--- src/rtl/pixel_pkg.sv ---
// Shared pixel-path types and helpers: default channel geometry, channel slice/pack,
// and the signed saturating shift used by this and later colour blocks.
package pixel_pkg;

    localparam int DEF_CH_W   = 4;
    localparam int DEF_NUM_CH = 3;
    localparam int DEF_PIX_W  = DEF_CH_W * DEF_NUM_CH;

    // Channel 0 is the least-significant slice (B); the top slice is R.
    function automatic logic [DEF_CH_W-1:0] get_chan(input logic [DEF_PIX_W-1:0] pix,
                                                     input int c);
        return pix[c*DEF_CH_W +: DEF_CH_W];
    endfunction

    function automatic logic [DEF_PIX_W-1:0] put_chan(input logic [DEF_PIX_W-1:0] pix,
                                                      input int c,
                                                      input logic [DEF_CH_W-1:0] chan);
        logic [DEF_PIX_W-1:0] res;
        res = pix;
        res[c*DEF_CH_W +: DEF_CH_W] = chan;
        return res;
    endfunction

    // Negative level darkens by right shift; positive brightens, clamping to all-ones
    // whenever a set bit would be shifted out of the top.
    function automatic logic [DEF_CH_W-1:0] sat_shift(input logic [DEF_CH_W-1:0] chan,
                                                      input int lvl);
        int k;
        logic [DEF_CH_W-1:0] res;
        k   = 0;
        res = chan;
        if (lvl < 0) begin
            k   = -lvl;
            res = (k >= DEF_CH_W) ? '0 : (chan >> k);
        end else if (lvl > 0) begin
            k = lvl;
            if (k >= DEF_CH_W)
                res = (chan != '0) ? '1 : '0;
            else if ((chan >> (DEF_CH_W - k)) != '0)
                res = '1;
            else
                res = chan << k;
        end
        return res;
    endfunction

endpackage

--- src/rtl/pixel_brightness_scaler_if.sv ---
// Pixel stream in/out of the brightness scaler; master drives pixels, slave returns them.
// No backpressure: valid qualifies data every cycle.
interface pixel_brightness_scaler_if
    import pixel_pkg::*;
#(
    parameter int PIX_W = DEF_PIX_W
);
    logic             pixValid;
    logic [PIX_W-1:0] pixIn;
    logic [PIX_W-1:0] pixOut;
    logic             pixOutValid;

    modport master (output pixValid, pixIn, input pixOut, pixOutValid);
    modport slave  (input pixValid, pixIn, output pixOut, pixOutValid);
endinterface

--- src/rtl/pixel_brightness_scaler_button_edge_sync.sv ---
// Two-flop synchroniser for an asynchronous button level plus a one-cycle rising-edge pulse.
// Pulse appears two cycles after the input rises; no backpressure.
module button_edge_sync (
    input  logic clk,
    input  logic rstN,
    input  logic btn,
    output logic pulse
);
    logic meta_q;
    logic sync_q;
    logic prev_q;

    always_ff @(posedge clk or negedge rstN) begin
        if (!rstN) begin
            meta_q <= 1'b0;
            sync_q <= 1'b0;
            prev_q <= 1'b0;
        end else begin
            meta_q <= btn;
            sync_q <= meta_q;
            prev_q <= sync_q;
        end
    end

    assign pulse = sync_q & ~prev_q;
endmodule

--- src/rtl/pixel_brightness_scaler.sv ---
// Per-channel signed brightness shift with button-stepped level applied at frame boundaries.
// Fixed 2-cycle pixel latency, never stalls; downstream must always accept.
module pixel_brightness_scaler
    import pixel_pkg::*;
#(
    parameter int CH_W      = DEF_CH_W,
    parameter int NUM_CH    = DEF_NUM_CH,
    parameter int MAX_LEVEL = 4,
    parameter bit WRAP      = 1'b0,
    parameter int LVL_W     = $clog2(MAX_LEVEL+1)+1
) (
    input  logic                    clk,
    input  logic                    rstN,
    input  logic                    stepUp,
    input  logic                    stepDn,
    input  logic                    frameStart,
    pixel_brightness_scaler_if.slave pix,
    output logic [LVL_W-1:0]        level,
    output logic                    levelPending
);
    localparam int PIX_W = NUM_CH * CH_W;
    localparam int MAG_W = LVL_W - 1;
    localparam logic signed [LVL_W-1:0] LVL_MAX = LVL_W'(MAX_LEVEL);
    localparam logic signed [LVL_W-1:0] LVL_MIN = -LVL_MAX;

    logic up_pulse;
    logic dn_pulse;

    button_edge_sync u_sync_up (.clk(clk), .rstN(rstN), .btn(stepUp), .pulse(up_pulse));
    button_edge_sync u_sync_dn (.clk(clk), .rstN(rstN), .btn(stepDn), .pulse(dn_pulse));

    logic signed [LVL_W-1:0] pending_q, pending_d;
    logic signed [LVL_W-1:0] active_q, active_d;
    logic                    level_pending_q;

    always_comb begin
        pending_d = pending_q;
        if (up_pulse && !dn_pulse) begin
            if (pending_q == LVL_MAX)
                pending_d = WRAP ? LVL_MIN : LVL_MAX;
            else
                pending_d = pending_q + LVL_W'(1);
        end else if (dn_pulse && !up_pulse) begin
            if (pending_q == LVL_MIN)
                pending_d = WRAP ? LVL_MAX : LVL_MIN;
            else
                pending_d = pending_q - LVL_W'(1);
        end
        // Frame boundary takes the pending value from before this edge; a
        // simultaneous step only moves pending and waits for the next frame.
        active_d = frameStart ? pending_q : active_q;
    end

    always_ff @(posedge clk or negedge rstN) begin
        if (!rstN) begin
            pending_q       <= '0;
            active_q        <= '0;
            level_pending_q <= 1'b0;
        end else begin
            pending_q       <= pending_d;
            active_q        <= active_d;
            level_pending_q <= (pending_d != active_d);
        end
    end

    assign level        = active_q;
    assign levelPending = level_pending_q;

    logic [LVL_W-1:0] active_abs;
    assign active_abs = active_q[LVL_W-1] ? LVL_W'(-active_q) : LVL_W'(active_q);

    logic             s1_vld;
    logic [PIX_W-1:0] s1_pix;
    logic             s1_neg;
    logic [MAG_W-1:0] s1_mag;
    logic             s2_vld_q;
    logic [PIX_W-1:0] s2_pix_q;
    logic [PIX_W-1:0] s2_pix_d;
    int               s1_lvl;

    always_ff @(posedge clk or negedge rstN) begin
        if (!rstN) begin
            s1_vld <= 1'b0;
            s1_pix <= '0;
            s1_neg <= 1'b0;
            s1_mag <= '0;
        end else begin
            s1_vld <= pix.pixValid;
            s1_pix <= pix.pixIn;
            s1_neg <= active_q[LVL_W-1];
            s1_mag <= MAG_W'(active_abs);
        end
    end

    always_comb begin
        s1_lvl   = s1_neg ? -int'(s1_mag) : int'(s1_mag);
        s2_pix_d = '0;
        for (int c = 0; c < NUM_CH; c++)
            s2_pix_d = put_chan(s2_pix_d, c, sat_shift(get_chan(s1_pix, c), s1_lvl));
    end

    // Output data is only refreshed for valid pixels to keep the bus quiet.
    always_ff @(posedge clk or negedge rstN) begin
        if (!rstN) begin
            s2_vld_q <= 1'b0;
            s2_pix_q <= '0;
        end else begin
            s2_vld_q <= s1_vld;
            if (s1_vld)
                s2_pix_q <= s2_pix_d;
        end
    end

    assign pix.pixOut      = s2_pix_q;
    assign pix.pixOutValid = s2_vld_q;
endmodule
--- src/flat_wrapper.sv ---
// flat-port wrapper written by rule: the top's interface ports become plain ports
module pixel_brightness_scaler_flat import pixel_pkg::*;
#(
    parameter int CH_W      = DEF_CH_W,
    parameter int NUM_CH    = DEF_NUM_CH,
    parameter int MAX_LEVEL = 4,
    parameter bit WRAP      = 1'b0,
    parameter int LVL_W     = $clog2(MAX_LEVEL+1)+1
)
  (clk, rstN, stepUp, stepDn, frameStart, level, levelPending, pix_pixValid, pix_pixIn, pix_pixOut, pix_pixOutValid);
  pixel_brightness_scaler_if pix_i ();
  input  logic clk;
  input  logic rstN;
  input  logic stepUp;
  input  logic stepDn;
  input  logic frameStart;
  output logic [LVL_W-1:0] level;
  output logic levelPending;
  input wire logic [$bits(pix_i.pixValid)-1:0] pix_pixValid;
  input wire logic [$bits(pix_i.pixIn)-1:0] pix_pixIn;
  output wire logic [$bits(pix_i.pixOut)-1:0] pix_pixOut;
  output wire logic [$bits(pix_i.pixOutValid)-1:0] pix_pixOutValid;
  assign pix_i.pixValid = pix_pixValid;
  assign pix_i.pixIn = pix_pixIn;
  assign pix_pixOut = pix_i.pixOut;
  assign pix_pixOutValid = pix_i.pixOutValid;
  pixel_brightness_scaler #(.CH_W(CH_W), .NUM_CH(NUM_CH), .MAX_LEVEL(MAX_LEVEL), .WRAP(WRAP), .LVL_W(LVL_W)) u_core (.clk(clk), .rstN(rstN), .stepUp(stepUp), .stepDn(stepDn), .frameStart(frameStart), .pix(pix_i), .level(level), .levelPending(levelPending));
endmodule
--- config.mk ---
export PLATFORM = sky130hd
export DESIGN_NAME = pixel_brightness_scaler_flat
export DESIGN_NICKNAME = d
export VERILOG_FILES = /design/src/rtl/pixel_pkg.sv /design/src/rtl/pixel_brightness_scaler_if.sv /design/src/rtl/pixel_brightness_scaler_button_edge_sync.sv /design/src/rtl/pixel_brightness_scaler.sv /design/src/flat_wrapper.sv
export SDC_FILE = /design/constraint.sdc
export NUM_CORES = 1
export LEC_CHECK = 0
export CAP_MARGIN = 20
export CELL_PAD_IN_SITES_DETAIL_PLACEMENT = 1
export CELL_PAD_IN_SITES_GLOBAL_PLACEMENT = 1
export CORE_AREA = 2 2 88 90
export DETAILED_ROUTE_END_ITERATION = 7
export DIE_AREA = 0 0 90 92
export GPL_TIMING_DRIVEN = 0
export MAX_ROUTING_LAYER = met4
export PLACE_DENSITY = 0.69
export SETUP_SLACK_MARGIN = 0.15
export SYNTH_ARGS = -nofsm -noshare
export SYNTH_HDL_FRONTEND = slang
export SYNTH_HIERARCHICAL = 1
export SYNTH_SLANG_ARGS = --single-unit
--- constraint.sdc ---
create_clock -name clk -period 2.8 [get_ports clk]
set_input_delay 0.56 -clock clk [delete_from_list [all_inputs] [get_ports clk]]
set_output_delay 0.56 -clock clk [all_outputs]
set_load 0.01 [all_outputs]
Yosys cells after proc, flatten, opt, wreduce, memory -nomap -nowiden
Index checks and enable logic that the tools add are counted.
- bits of input ports: 18
- bits in registers: 45
- word-level logic and storage cells: 76
- output and inout bits: 18
- reductions and logical operators: 10
- add/sub/neg operators: 6
- magnitude comparators: 4
- eq/ne operators: 3
- shifts and indexed selects: 9
- muxes and demuxes: 25
- bitwise operators: 4
- operators by type and width (kind ; count):
    $shr A4 B32 Y4 ; 6
    $shl A4 B32 Y4 ; 3
    $mux W4 ; 23
    $ge A32 B4 Y1 const B ; 2
    $gt A32 B1 Y1 const B ; 1
    $lt A32 B1 Y1 const B ; 1
    $mux W32 ; 1
    $neg A3 Y32 ; 1
    $neg A32 Y32 ; 1
    $sub A4 B32 Y32 const A ; 1
    $reduce_bool A4 Y1 ; 6
    $add A4 B2 Y4 const B ; 1
    $eq A4 B3 Y1 const B ; 1
    $eq A4 B4 Y1 const B ; 1
    $ne A4 B4 Y1 ; 1
    $sub A4 B2 Y4 const B ; 1
    $mux W3 ; 1
    $neg A3 Y3 ; 1
    $and A1 B1 Y1 ; 2
    $logic_and A1 B1 Y1 ; 2
    $logic_not A1 Y1 ; 2
    $not A1 Y1 ; 2

Logic depth before layout (Yosys ltp)
- depth after elaboration: 9
- gate-level depth with buffers: 11
- gate-level depth less buffers: 10

Modules after synthesis
The synthesis kept the hierarchy.
- modules (own cells, without submodules) (module ; seq. area each (sq um) ; area each (sq um) ; cells an instance ; instances):
    pixel_brightness_scaler ; 975.9 ; 2334.7 ; 243 ; 1
    button_edge_sync ; 75.1 ; 88.8 ; 4 ; 2

Least setup slack after synthesis
No wires, ideal clock.
- kind: register -> register
- start point: reg u_core.s1_mag[0]
- end point: reg u_core.s2_pix_q[3], in the netlist u_core/pix.pixOut[3]
- library setup time: 126 ps
- arrival: 2760 ps
- stages on the path, launching flop included: 12
- data required time: 2674 ps
- path slack: -86 ps
- cell sequence: dfrtp_1 -> inv_1 -> ha_1 -> mux2_2 -> clkinv_1 -> ha_1 -> clkbuf_1 -> o21ba_2 -> nor3_1 -> a32oi_1 -> o221a_2 -> a221o_1
- cells in the longest elaborated chain, start to end: 9
- elaborated cells between the ends (all ways): 17
- classes of those cells: 3 x add/sub; 4 x order compare; 3 x shift; 6 x mux; 1 x reduce/logical
- RTL lines (what ; RTL line ; text):
    start: declaration ; pixel_brightness_scaler.sv:75 ; logic [MAG_W-1:0] s1_mag;
    start signal: assignment ; pixel_brightness_scaler.sv:91 ; s1_mag <= MAG_W'(active_abs);
    $neg A3 Y32 ; pixel_brightness_scaler.sv:96 ; s1_lvl = s1_neg ? -int'(s1_mag) : int'(s1_mag);
    $mux W32 (*) ; pixel_brightness_scaler.sv:96 ;
    branches (longest 6 deep; another with $neg A32 Y32) ; -- ;
    $mux W4 (*) ; pixel_pkg.sv:32 ; if (lvl < 0) begin
    end signal: assignment ; pixel_brightness_scaler.sv:110 ; s2_pix_q <= s2_pix_d;
    end: declaration ; pixel_brightness_scaler.sv:77 ; logic [PIX_W-1:0] s2_pix_q;
Mark *: on every way between the ends.
A chain may end at the register's enable or synchronous reset.

Final worst setup path
Ends and elaborated chain as after synthesis.

==> impl_summary.md <==
Run status
The run finished with clean final reports.

Global route
The initial antenna violation count is 0. For this run, the total global-route usage over all layers was measured as 0.187. The first global-routing pass estimated 11900 um of wire. The via count of the first global-routing pass is 2291. Entering global routing, the biggest net connects 31 pins. For this run the aggregate overflow at the end of global routing stands at 0.

Cells and area
The area used by multi-input combinational logic is 1410 sq um. After filler insertion, the fill cell instance count of the layout stands at 846. The proportion of layout cells with a drive suffix above 1 is 0.195. In the final design database the tool counted 332 nets.

The share of the core filled with cells in the final layout is 0.457. With fillers left out, the area of the finished cells amounts to 3400 sq um. Excluding fillers, the count of instances in the completed layout stands at 410.

The antenna diode count is 0. Across the whole layout, storage elements account for 1130 sq um. Compared with the post-synthesis result, the final layout area differs by 35.4%.

Place
Including well taps, the total number of placed cells is 389. The port buffer count is 35. The final RePlAce weighted congestion is 0.871. The placed instances occupy a cell area of 3050 sq um. The worst slack after detailed placement is -344 ps. Once detailed placement completed, the half-perimeter wirelength came to 5010 um.

STA
The clock arrives with 9.55 ps of skew. The maximum clock frequency is 382 MHz. Setup repair after global routing could not meet its margin everywhere.

The count of final max-slew check failures is 0. The sum of negative setup slack is 0 ps. At the pin with the least slew margin, the transition time is 727 ps. The number of setup violations in the final report is 0.

Of the available clock period, the critical path in the final layout requires 0.936. The normalized max-slew margin is 0.512. The final number of hold-violating endpoints was 0. The final critical path time including I/O delays and setup is 2620 ps. The final worst-path setup slack is 179 ps.

The worst-case hold slack is 165 ps.

Worst setup path
The type of origin of the critical path is a register. Traced cell by cell, the critical path runs through inv_6 > ha_4 > ha_4 > or4b_4 > a21oi_1 > a32oi_2 > o221a_2 > a221o_1. The worst setup path category is register to register. STA classifies the critical path endpoint as a register. The peak fanout along the critical path is 6. The slowest cell on the critical path is sky130_fd_sc_hd__or4b_4. The biggest cell delay along the critical path is 490 ps. For the worst setup path, the data required time is 2990 ps. The most frequent cell on the critical path is sky130_fd_sc_hd__ha_4. For the worst setup path, the data arrival time is 2820 ps.

Clock tree
The clock drives 45 sinks. The H-tree was split into 2 levels. Clock-pin slew was measured on the worst setup and hold paths at 100 ps.

The longest clock path from root to sink contains 2 buffers. The clock latency on the worst-skew pair is 310 ps. The tree is rooted in a sky130_fd_sc_hd__clkbuf_8.

The total clock buffers created by CTS is 5. The TritonCTS clock tree is yes.

Synthesis
The number of nets in the synthesized netlist is 276. The share of the synthesized area in the top cell type is 0.448. The sequential share of the synthesized area is 0.448. The Yosys step of the flow raised 6 warnings. The library cell occupying the most area in the post-synthesis netlist is sky130_fd_sc_hd__dfrtp_1. Synthesis produced 251 cells. By area the synthesized netlist is led by sky130_fd_sc_hd__dfrtp_1 (45%), sky130_fd_sc_hd__ha_1 (3.5%), sky130_fd_sc_hd__mux2i_1 (3.2%). The synthesized flop and latch total is 45. The share of flip-flops with an asynchronous set or reset is 1.00. In the synthesized netlist the dominant register cell turns out to be sky130_fd_sc_hd__dfrtp_1. The count of flip-flops with a built-in enable after synthesis is 0. Yosys mapped the design onto 55 distinct sky130hd cell types.

The post-synthesis average cell area is 10.0 sq um. After synthesis the cells add up to 2510 sq um.

Floorplan
The initialized floorplan defines 32 standard-cell rows. The die covers 8280 sq um. 36 I/O pins were placed. From bottom edge to top edge, the die measures 92 um.

The initial standard-cell utilization of the core is 0.337. The die extent in x is 90 um. The region available for standard cell placement spans 7450 sq um.

Detailed routing
For this block, the initial DRC count from the detailed router was 102. In this run the remaining antenna-violating nets after routing total 0. Dividing the detail-routed via count by the number of cells gives 5.41. The detailed-routing iteration count for the pre-antenna-repair pass is 4. For this block, the routed nets add up to 7330 um of wire.

After detailed routing, the average wire length per cell comes to 17.9 um. The DRC violation count after routing is 0. The total via count after detailed routing is 2220.

Hold path
The worst min-delay path class is input pin to asynchronous set/reset pin.

Power
Summed over all cells, the static leakage comes to 1.34 nW. Dividing total power by cell area gives a power density of 1180 nW/um^2. The worst ir drop on vdd is 411 uV.

The completed layout was analyzed and its total power is 4.03 mW.

Flow run
The number of maximum-capacitance violations is 0.
## cells in the mapped netlist, types with 5 or more instances
library cell and count:
sky130_fd_sc_hd__o221ai_1 6, sky130_fd_sc_hd__nand2_1 20, sky130_fd_sc_hd__dfrtp_1 45, sky130_fd_sc_hd__nor2b_1 10, sky130_fd_sc_hd__nor3_1 6, sky130_fd_sc_hd__and2_1 5, sky130_fd_sc_hd__a21oi_1 6, sky130_fd_sc_hd__nor2_1 8
sky130_fd_sc_hd__clkbuf_1 11, sky130_fd_sc_hd__mux2i_1 8, sky130_fd_sc_hd__a211oi_1 10, sky130_fd_sc_hd__xnor2_1 8, sky130_fd_sc_hd__o21ai_0 10, sky130_fd_sc_hd__inv_1 11, sky130_fd_sc_hd__nand2b_1 5, sky130_fd_sc_hd__nand3_1 15
sky130_fd_sc_hd__ha_1 7
## power breakdown
| group | switching (mW) | internal [mW] | total, mW |
|---|---|---|---|
| clock network | 0.253 | 0.273 | 0.525 |
| logic | 1.28 | 1.22 | 2.50 |
| registers | 0.166 | 0.838 | 1.00 |
| total | 1.70 | 2.33 | 4.03 |
## critical path: cells and delay by family (launching register included)
kind,cells,cell delay (ps)
AO/OA/AOI/OAI,4,1170
adder cells (fa/ha/maj),2,330
buffers and inverters,1,60
flip-flops,1,450
AND/OR/NAND/NOR,1,490
## cells by family (layout without fill, tap and decap cells)
family,Yosys count,in the layout,share of synthesized area
XOR/XNOR,9,9,0.0314
adder cells (fa/ha/maj),7,7,0.0349
flip-flops,45,45,0.448
multiplexers,12,12,0.0498
AND/OR/NAND/NOR,87,87,0.194
AO/OA/AOI/OAI,64,64,0.196
buffers and inverters,27,84,0.0453
## flip-flops by register name (all words and copies together) (netlist names)
| register | flops |
|---|---|
| u_core/u_sync_dn/sync_q | 1 |
| u_core/pix.pixOutValid | 1 |
| u_core/s1_neg | 1 |
| u_core/u_sync_up/prev_q | 1 |
| u_core/u_sync_dn/meta_q | 1 |
| u_core/u_sync_up/meta_q | 1 |
| u_core/s1_vld | 1 |
| u_core/levelPending | 1 |
| u_core/s1_mag | 3 |
| u_core/pix.pixOut | 12 |
| u_core/pending_q | 4 |
| u_core/u_sync_dn/prev_q | 1 |
| u_core/level | 4 |
| u_core/u_sync_up/sync_q | 1 |
| u_core/s1_pix | 12 |
## final cells by class
type / instances / share of cell area
multi-input cells: 179 / 0.416
flip-flops and latches: 45 / 0.332
repair buffers: 49 / 0.136
well taps: 102 / 0.0375
plain buffers: 15 / 0.0265
clock buffers: 5 / 0.0202
inverters: 12 / 0.0184
clock inverters: 3 / 0.0140
## layer usage
metal | wire length, um | global-route usage | share of wire
met3 | 196 | 0.0329 | 0.027
met2 | 3780 | 0.316 | 0.52
met5 | 0 | - | 0
met4 | 67 | 0.0577 | 0.0091
met1 | 3280 | 0.231 | 0.45
## layout by cell type, fill, tap and decap left out, types with 3 or more instances in the layout
cell,instances
sky130_fd_sc_hd__inv_6,3
sky130_fd_sc_hd__nand2_1,20
sky130_fd_sc_hd__a221o_1,3
sky130_fd_sc_hd__nand3_1,15
sky130_fd_sc_hd__nor2_1,8
sky130_fd_sc_hd__ha_4,4
sky130_fd_sc_hd__nor3_4,3
sky130_fd_sc_hd__nor2b_1,10
sky130_fd_sc_hd__clkdlybuf4s50_1,34
sky130_fd_sc_hd__a21oi_1,5
sky130_fd_sc_hd__a31oi_1,3
sky130_fd_sc_hd__clkbuf_8,5
sky130_fd_sc_hd__buf_4,14
sky130_fd_sc_hd__o31ai_1,4
sky130_fd_sc_hd__dfrtp_1,43
sky130_fd_sc_hd__and2_1,5
sky130_fd_sc_hd__o21ai_1,3
sky130_fd_sc_hd__nor3_1,3
sky130_fd_sc_hd__o21ai_0,7
sky130_fd_sc_hd__o221ai_1,6
sky130_fd_sc_hd__mux2i_1,8
sky130_fd_sc_hd__a211oi_1,10
sky130_fd_sc_hd__ha_1,3
sky130_fd_sc_hd__clkbuf_1,7
sky130_fd_sc_hd__inv_1,10
sky130_fd_sc_hd__mux2_2,3
sky130_fd_sc_hd__xnor2_1,8
sky130_fd_sc_hd__nand2b_1,4
## worst paths after layout
path / from / to / slack, ps / depth (start not counted)
setup / recovery: u_core/s1_mag[0] / u_core/pix.pixOut[3] / 180 / 8
hold / removal: rstN / u_core/s1_pix[10] / 160 / 1
setup reg to reg: u_core/s1_mag[0] / u_core/pix.pixOut[3] / 180 / 8
hold reg to reg: u_core/u_sync_up/meta_q / u_core/u_sync_up/sync_q / 360 / 0
max in group asynchronous: rstN / u_core/s1_mag[0] / 2150 / 2
min in group clk: u_core/u_sync_up/meta_q / u_core/u_sync_up/sync_q / 360 / 0
## repair_timing
item / in CTS / in global routing
hold buffers: 0 / 0
cloned: 0 / 0
endpoints found under the setup margin: 12 / 11
buffers inserted: 7 / 6
pin swaps: 5 / 8
gates resized for setup: 23 / 14
endpoints found under the hold margin: 0 / 0
Note: power is estimated with default switching activity, not from simulation.
